--- config.mk ---
export PLATFORM = sky130hd
export DESIGN_NAME = pci_blue_arbiter
export DESIGN_NICKNAME = d
export VERILOG_FILES = /design/src/rtl/pci_blue_arbiter.sv
export SDC_FILE = /design/constraint.sdc
export NUM_CORES = 1
export LEC_CHECK = 0
export CAP_MARGIN = 25
export CORE_MARGIN = 1.5
export CORE_UTILIZATION = 50
export CTS_CLUSTER_SIZE = 12
export DETAILED_ROUTE_END_ITERATION = 6
export PLACE_DENSITY = 0.78
export SLEW_MARGIN = 20
export SYNTH_ARGS = -nofsm -noshare
export SYNTH_HDL_FRONTEND = slang
export SYNTH_SLANG_ARGS = --single-unit
--- constraint.sdc ---
create_clock -name pci_clk -period 3.5 [get_ports pci_clk]
set_input_delay 1.05 -clock pci_clk [delete_from_list [all_inputs] [get_ports pci_clk]]
set_output_delay 1.05 -clock pci_clk [all_outputs]
set_load 0.005 [all_outputs]
--- src/rtl/pci_blue_arbiter.sv ---
// Central PCI bus arbiter: round-robin grant, hidden arbitration,
// bus parking, and a grant-ignored timeout.
//
// Ports:
//   pci_clk, pci_reset_comb        clock / async active-high reset
//   pci_req_in_prev                registered REQ per master
//   pci_frame_in_prev/irdy_in_prev registered bus state
//   arb_enable, arb_park_enable    global grant / parking enables
//   arb_master_mask                per-master grant enable
//   pci_gnt_out_next               registered one-hot (or zero) GNT
//   arb_owner, arb_owner_valid     master that started the last transaction
//   arb_timeout_pulse              one-clock pulse on grant timeout
module pci_blue_arbiter #(
  parameter int NUM_MASTERS        = 4,
  parameter int MASTER_INDEX_WIDTH = 2,
  parameter int PARK_MASTER        = 0,
  parameter int GNT_TIMEOUT        = 16
) (
  input  logic                          pci_clk,
  input  logic                          pci_reset_comb,
  input  logic [NUM_MASTERS-1:0]        pci_req_in_prev,
  input  logic                          pci_frame_in_prev,
  input  logic                          pci_irdy_in_prev,
  input  logic                          arb_enable,
  input  logic                          arb_park_enable,
  input  logic [NUM_MASTERS-1:0]        arb_master_mask,
  output logic [NUM_MASTERS-1:0]        pci_gnt_out_next,
  output logic [MASTER_INDEX_WIDTH-1:0] arb_owner,
  output logic                          arb_owner_valid,
  output logic                          arb_timeout_pulse
);

  localparam int IW = MASTER_INDEX_WIDTH;
  localparam int TW = $clog2(GNT_TIMEOUT + 1);
  localparam logic [TW-1:0] TMAX = TW'(GNT_TIMEOUT - 1);
  localparam logic [IW-1:0] PARK_IDX = IW'(PARK_MASTER);

  typedef enum logic [1:0] {
    S_IDLE,
    S_GRANT,
    S_PARK
  } state_t;

  function automatic logic [IW-1:0] inc_wrap(
    input logic [IW-1:0] v
  );
    logic [IW:0] s;
    s = {1'b0, v} + (IW+1)'(1);
    if (s >= (IW+1)'(NUM_MASTERS)) s = '0;
    return s[IW-1:0];
  endfunction

  function automatic logic [NUM_MASTERS-1:0] onehot(
    input logic [IW-1:0] i
  );
    return NUM_MASTERS'(1) << i;
  endfunction

  state_t                 state_q, state_d;
  logic [IW-1:0]          m_q, m_d;
  logic [IW-1:0]          rr_q, rr_d;
  logic [TW-1:0]          timer_q, timer_d;
  logic [IW-1:0]          owner_q, owner_d;
  logic                   valid_q, valid_d;
  logic                   to_q, to_d;
  logic [NUM_MASTERS-1:0] gnt_q, gnt_d;
  logic                   idle_dq, idle_dd;

  logic                   bus_idle;
  logic                   start;
  logic                   park_ok;
  logic [NUM_MASTERS-1:0] elig;
  logic [NUM_MASTERS-1:0] park_oh;
  logic                   win_found;
  logic [IW-1:0]          win_idx;

  assign bus_idle = !pci_frame_in_prev && !pci_irdy_in_prev;
  assign idle_dd  = bus_idle;
  // A transaction starts when FRAME rises on a bus that was idle.
  assign start    = pci_frame_in_prev && idle_dq;
  assign elig     = pci_req_in_prev & arb_master_mask
                  & {NUM_MASTERS{arb_enable}};
  assign park_oh  = onehot(PARK_IDX);
  assign park_ok  = arb_park_enable && arb_enable
                  && arb_master_mask[PARK_MASTER];

  // Round-robin search starting at rr_q, wrapping at NUM_MASTERS.
  always_comb begin
    logic [IW-1:0] idx;
    win_found = 1'b0;
    win_idx   = '0;
    idx       = rr_q;
    for (int i = 0; i < NUM_MASTERS; i++) begin
      if (!win_found && elig[idx]) begin
        win_found = 1'b1;
        win_idx   = idx;
      end
      idx = inc_wrap(idx);
    end
  end

  always_comb begin
    state_d = state_q;
    m_d     = m_q;
    rr_d    = rr_q;
    timer_d = timer_q;
    owner_d = owner_q;
    valid_d = valid_q;
    to_d    = 1'b0;
    gnt_d   = '0;
    unique case (state_q)
      S_IDLE: begin
        if (win_found) begin
          state_d = S_GRANT;
          m_d     = win_idx;
          timer_d = '0;
        end else if (park_ok) begin
          state_d = S_PARK;
        end
      end
      S_GRANT: begin
        if (start) begin
          owner_d = m_q;
          valid_d = 1'b1;
          rr_d    = inc_wrap(m_q);
          state_d = S_IDLE;
        end else if (!elig[m_q]) begin
          state_d = S_IDLE;
        end else if (bus_idle && timer_q == TMAX) begin
          state_d = S_IDLE;
          to_d    = 1'b1;
          rr_d    = inc_wrap(m_q);
        end else if (bus_idle) begin
          timer_d = timer_q + TW'(1);
        end
      end
      S_PARK: begin
        if (start) begin
          owner_d = PARK_IDX;
          valid_d = 1'b1;
          rr_d    = inc_wrap(PARK_IDX);
          state_d = S_IDLE;
        end else if (elig == park_oh) begin
          // Parked master requests: keep GNT, no dead cycle.
          state_d = S_GRANT;
          m_d     = PARK_IDX;
          timer_d = '0;
        end else if (elig != '0 || !park_ok) begin
          state_d = S_IDLE;
        end
      end
      default: state_d = S_IDLE;
    endcase
    if (state_d == S_GRANT) gnt_d = onehot(m_d);
    else if (state_d == S_PARK) gnt_d = park_oh;
  end

  always_ff @(posedge pci_clk or posedge pci_reset_comb) begin
    if (pci_reset_comb) begin
      state_q <= S_IDLE;
      m_q     <= '0;
      rr_q    <= '0;
      timer_q <= '0;
      owner_q <= '0;
      valid_q <= 1'b0;
      to_q    <= 1'b0;
      gnt_q   <= '0;
      idle_dq <= 1'b0;
    end else begin
      state_q <= state_d;
      m_q     <= m_d;
      rr_q    <= rr_d;
      timer_q <= timer_d;
      owner_q <= owner_d;
      valid_q <= valid_d;
      to_q    <= to_d;
      gnt_q   <= gnt_d;
      idle_dq <= idle_dd;
    end
  end

  assign pci_gnt_out_next  = gnt_q;
  assign arb_owner         = owner_q;
  assign arb_owner_valid   = valid_q;
  assign arb_timeout_pulse = to_q;

endmodule

==> results_dict.tcl <==
set metrics [dict create \
    r2r-start "rr_q[0]$_DFFE_PP0P_" \
    violations "design-rule violations" \
    r2r-end "pci_gnt_out_next[0]$_DFF_PP0_" \
    syn2layout_area_growth_pct 20.08 \
    synth_fp_nets 190 \
    ys_top_cells_by_area "dfrtp_1 33%, ha_1 7.4%, and3_1 3.7%, inv_1 3.7%, nand2_1 3.7%" \
    grt_usage 0.2464 \
    grt_pass1_wl_um 6430 \
    setup_viol 0 \
    max_slew_margin 0.4883 \
    htree_levels 1 \
    synthArstFlopShare 1.000 \
    dpl-instance-area_mm2 0.001789 \
    synth_top_area_cell "dfrtp_1" \
    maxCapViolations 0 \
    route.detailed.drc 1 \
    worstHoldStart "arb_owner_valid$_DFFE_PP0P_" \
    fill_cells 255 \
    final_cells 224 \
    ys.flop_type "dfrtp_1" \
    worst_setup_path_start_kind "primary input" \
    syn_area_per_cell_um2 9.103 \
    place.detailed.hpwl_um 3093 \
    synth_cell_types 56 \
    numCtsBuffers 3 \
    cts.sinks 20 \
    clk_latency_ns 0.30 \
    synth_most_common_cell "dfrtp_1" \
    rows 19 \
    powerDensity_mw_per_mm2 694.7 \
    pin_count 22 \
    fin_nets 217 \
    wirelength_um 3854 \
    synth_top_area_frac 0.3292 \
    cts_tree "built" \
    cp-end-kind "flip-flop" \
    crit_fanout 9 \
    cts_resized 0 \
    yosysSeqAreaShare 0.3292 \
    vias 1431 \
    hp-class "reg2reg" \
    clk_pin_slew_ns 0.12 \
    period_needed_ns 3.207 \
    reg2reg_setup_slack_ns 0.75 \
    die_area_mm2 0.003380 \
    max_slew.worst_pin.slew_ns 0.7666 \
    start_util 0.5374 \
    fin_area_mm2 0.001826 \
    leakage_nw 0.8359 \
    dr.pass1.iters 6 \
    dp.cells 220 \
    layout-drive-gt1-share 0.1192 \
    place_congestion 0.8688 \
    synth_common_cells "20 x dfrtp_1, 15 x inv_1, 15 x nand2_1" \
    antenna_found_initial 0 \
    grt_max_degree 21 \
    reg2regPathDepth 8 \
    worstPathArrival_ns 3.42 \
    rsz0062_at_grt "no" \
    clock_path_buffers 2 \
    drv_slew 0 \
    syn_inst 167 \
    cp-startpoint "arb_enable" \
    post_drt_wl_per_cell_um 17.21 \
    core_area_mm2 0.002829 \
    post-cts-setup-buffer-count 0 \
    n_antenna_cell 0 \
    viasPerCell 6.388 \
    grt_pass1_vias 1422 \
    synth_edf_count 0 \
    hold_violations 0 \
    overflow 0 \
    fin_worst_skew_ns 0.003162 \
    chipWidth_um 58.14 \
    ys_warn_count 0 \
    antenna_left 0 \
    die_h_um 58.14 \
    io_buffers 21 \
    drt_iter0_drc 119 \
    crit_path_end "pci_gnt_out_next[0]$_DFF_PP0_" \
    fin_crit_sh 0.9162 \
    min_path_cells 1 \
    cp.required_ns 3.71 \
    ys_ff_latch 20 \
    cts_root_buf "clkbuf_4" \
    path_class "in2reg" \
    ir_worst_vdd_mv 0.4992 \
    fmax_mhz 311.8 \
    outcome "finished, violations left" \
    cts_hold_buf 0 \
    syn_area_mm2 0.001520 \
]
report_power, final:
| group | switching [W] | total (W) | leakage [nW] | internal (W) |
|---|---|---|---|---|
| clock | 0.0000723 | 0.000136 | 0.0210 | 0.0000634 |
| combinational | 0.000402 | 0.000768 | 0.567 | 0.000366 |
| sequential | 0.0000737 | 0.000365 | 0.248 | 0.000291 |
| total | 0.000547 | 0.00127 | 0.836 | 0.000721 |
area by class of cell:
| class | count | area, um2 | area share |
|---|---|---|---|
| multi-input combinational | 125 | 923.4 | 0.5058 |
| sequential | 20 | 500.5 | 0.2742 |
| timing repair buffer | 29 | 270.3 | 0.1480 |
| inverter | 15 | 56.30 | 0.03084 |
| tap | 31 | 38.79 | 0.02125 |
| clock buffer | 4 | 36.28 | 0.01988 |
critical path, stage by stage:
cell	delay, ns
clkdlybuf4s50_1	0.53
and3_1	0.30
or4_1	0.57
mux2_2	0.31
and2_4	0.16
or2_4	0.24
o32ai_2	0.26
how the worst min path moves through the flow:
stage	to	slack (ns)
floorplan	arb_owner_valid$_DFFE_PP0P_	0.45
global placement	arb_owner_valid$_DFFE_PP0P_	0.44
detailed placement	arb_owner_valid$_DFFE_PP0P_	0.44
CTS	arb_owner_valid$_DFFE_PP0P_	0.47
global route	arb_owner_valid$_DFFE_PP0P_	0.49
finish	arb_owner_valid$_DFFE_PP0P_	0.46
registers in the layout, summed over array words and instances, names as in the netlist:
signal             count
timer_q                5
pci_gnt_out_next       4
arb_owner              2
m_q                    2
rr_q                   2
state_q                2
arb_owner_valid        1
arb_timeout_pulse      1
idle_dq                1
metal layers:
layer,global-route usage,vias up,part of all wire
li1,-,687,-
met1,0.3263,707,0.47
met2,0.4334,33,0.48
met3,0.03348,4,0.040
met4,0.04319,0,0.0075
met5,0,-,0
stage by stage:
step / TNS [ns] / util / power, W / hold slack (ns) / worst slack [ns]
final: 0 / 0.6453 / 0.001268 / 0.4647 / 0.2932
after global routing: 0 / 0.6453 / 0.001367 / 0.4900 / 0.1799
after CTS: 0 / 0.6453 / 0.001270 / 0.4702 / 0.3114
after detailed placement: -0.0004439 / 0.6325 / 0.001131 / 0.4430 / -0.0004439
after global placement: 0 / 0.6325 / 0.001098 / 0.4426 / 0.04311
after floorplan: 0 / - / 0.0008901 / 0.4510 / 0.6510
cell families (layout without fill, tap and decap cells):
group / Yosys count / count (layout) / share of synthesized area
flip-flops: 20 / 20 / 0.3292
multiplexers: 5 / 5 / 0.04197
adder cells (fa/ha/maj): 9 / 9 / 0.07408
AO/OA/AOI/OAI: 47 / 47 / 0.2585
AND/OR/NAND/NOR: 64 / 64 / 0.2329
buffers and inverters: 22 / 48 / 0.06337
cell usage in the layout, fill, tap and decap left out, types with 3 or more instances in the layout:
cell type        instances
a21oi_1                 10
dfrtp_1                 20
ha_1                     9
nand3_1                  6
inv_1                   15
nor2_1                   6
buf_4                    8
clkbuf_4                 3
o21ai_0                  6
nand2_1                 15
a31oi_1                  4
nor3_1                   6
and3_1                   9
clkdlybuf4s50_1         21
mux2i_1                  3
(Power assumes the default switching activity.)
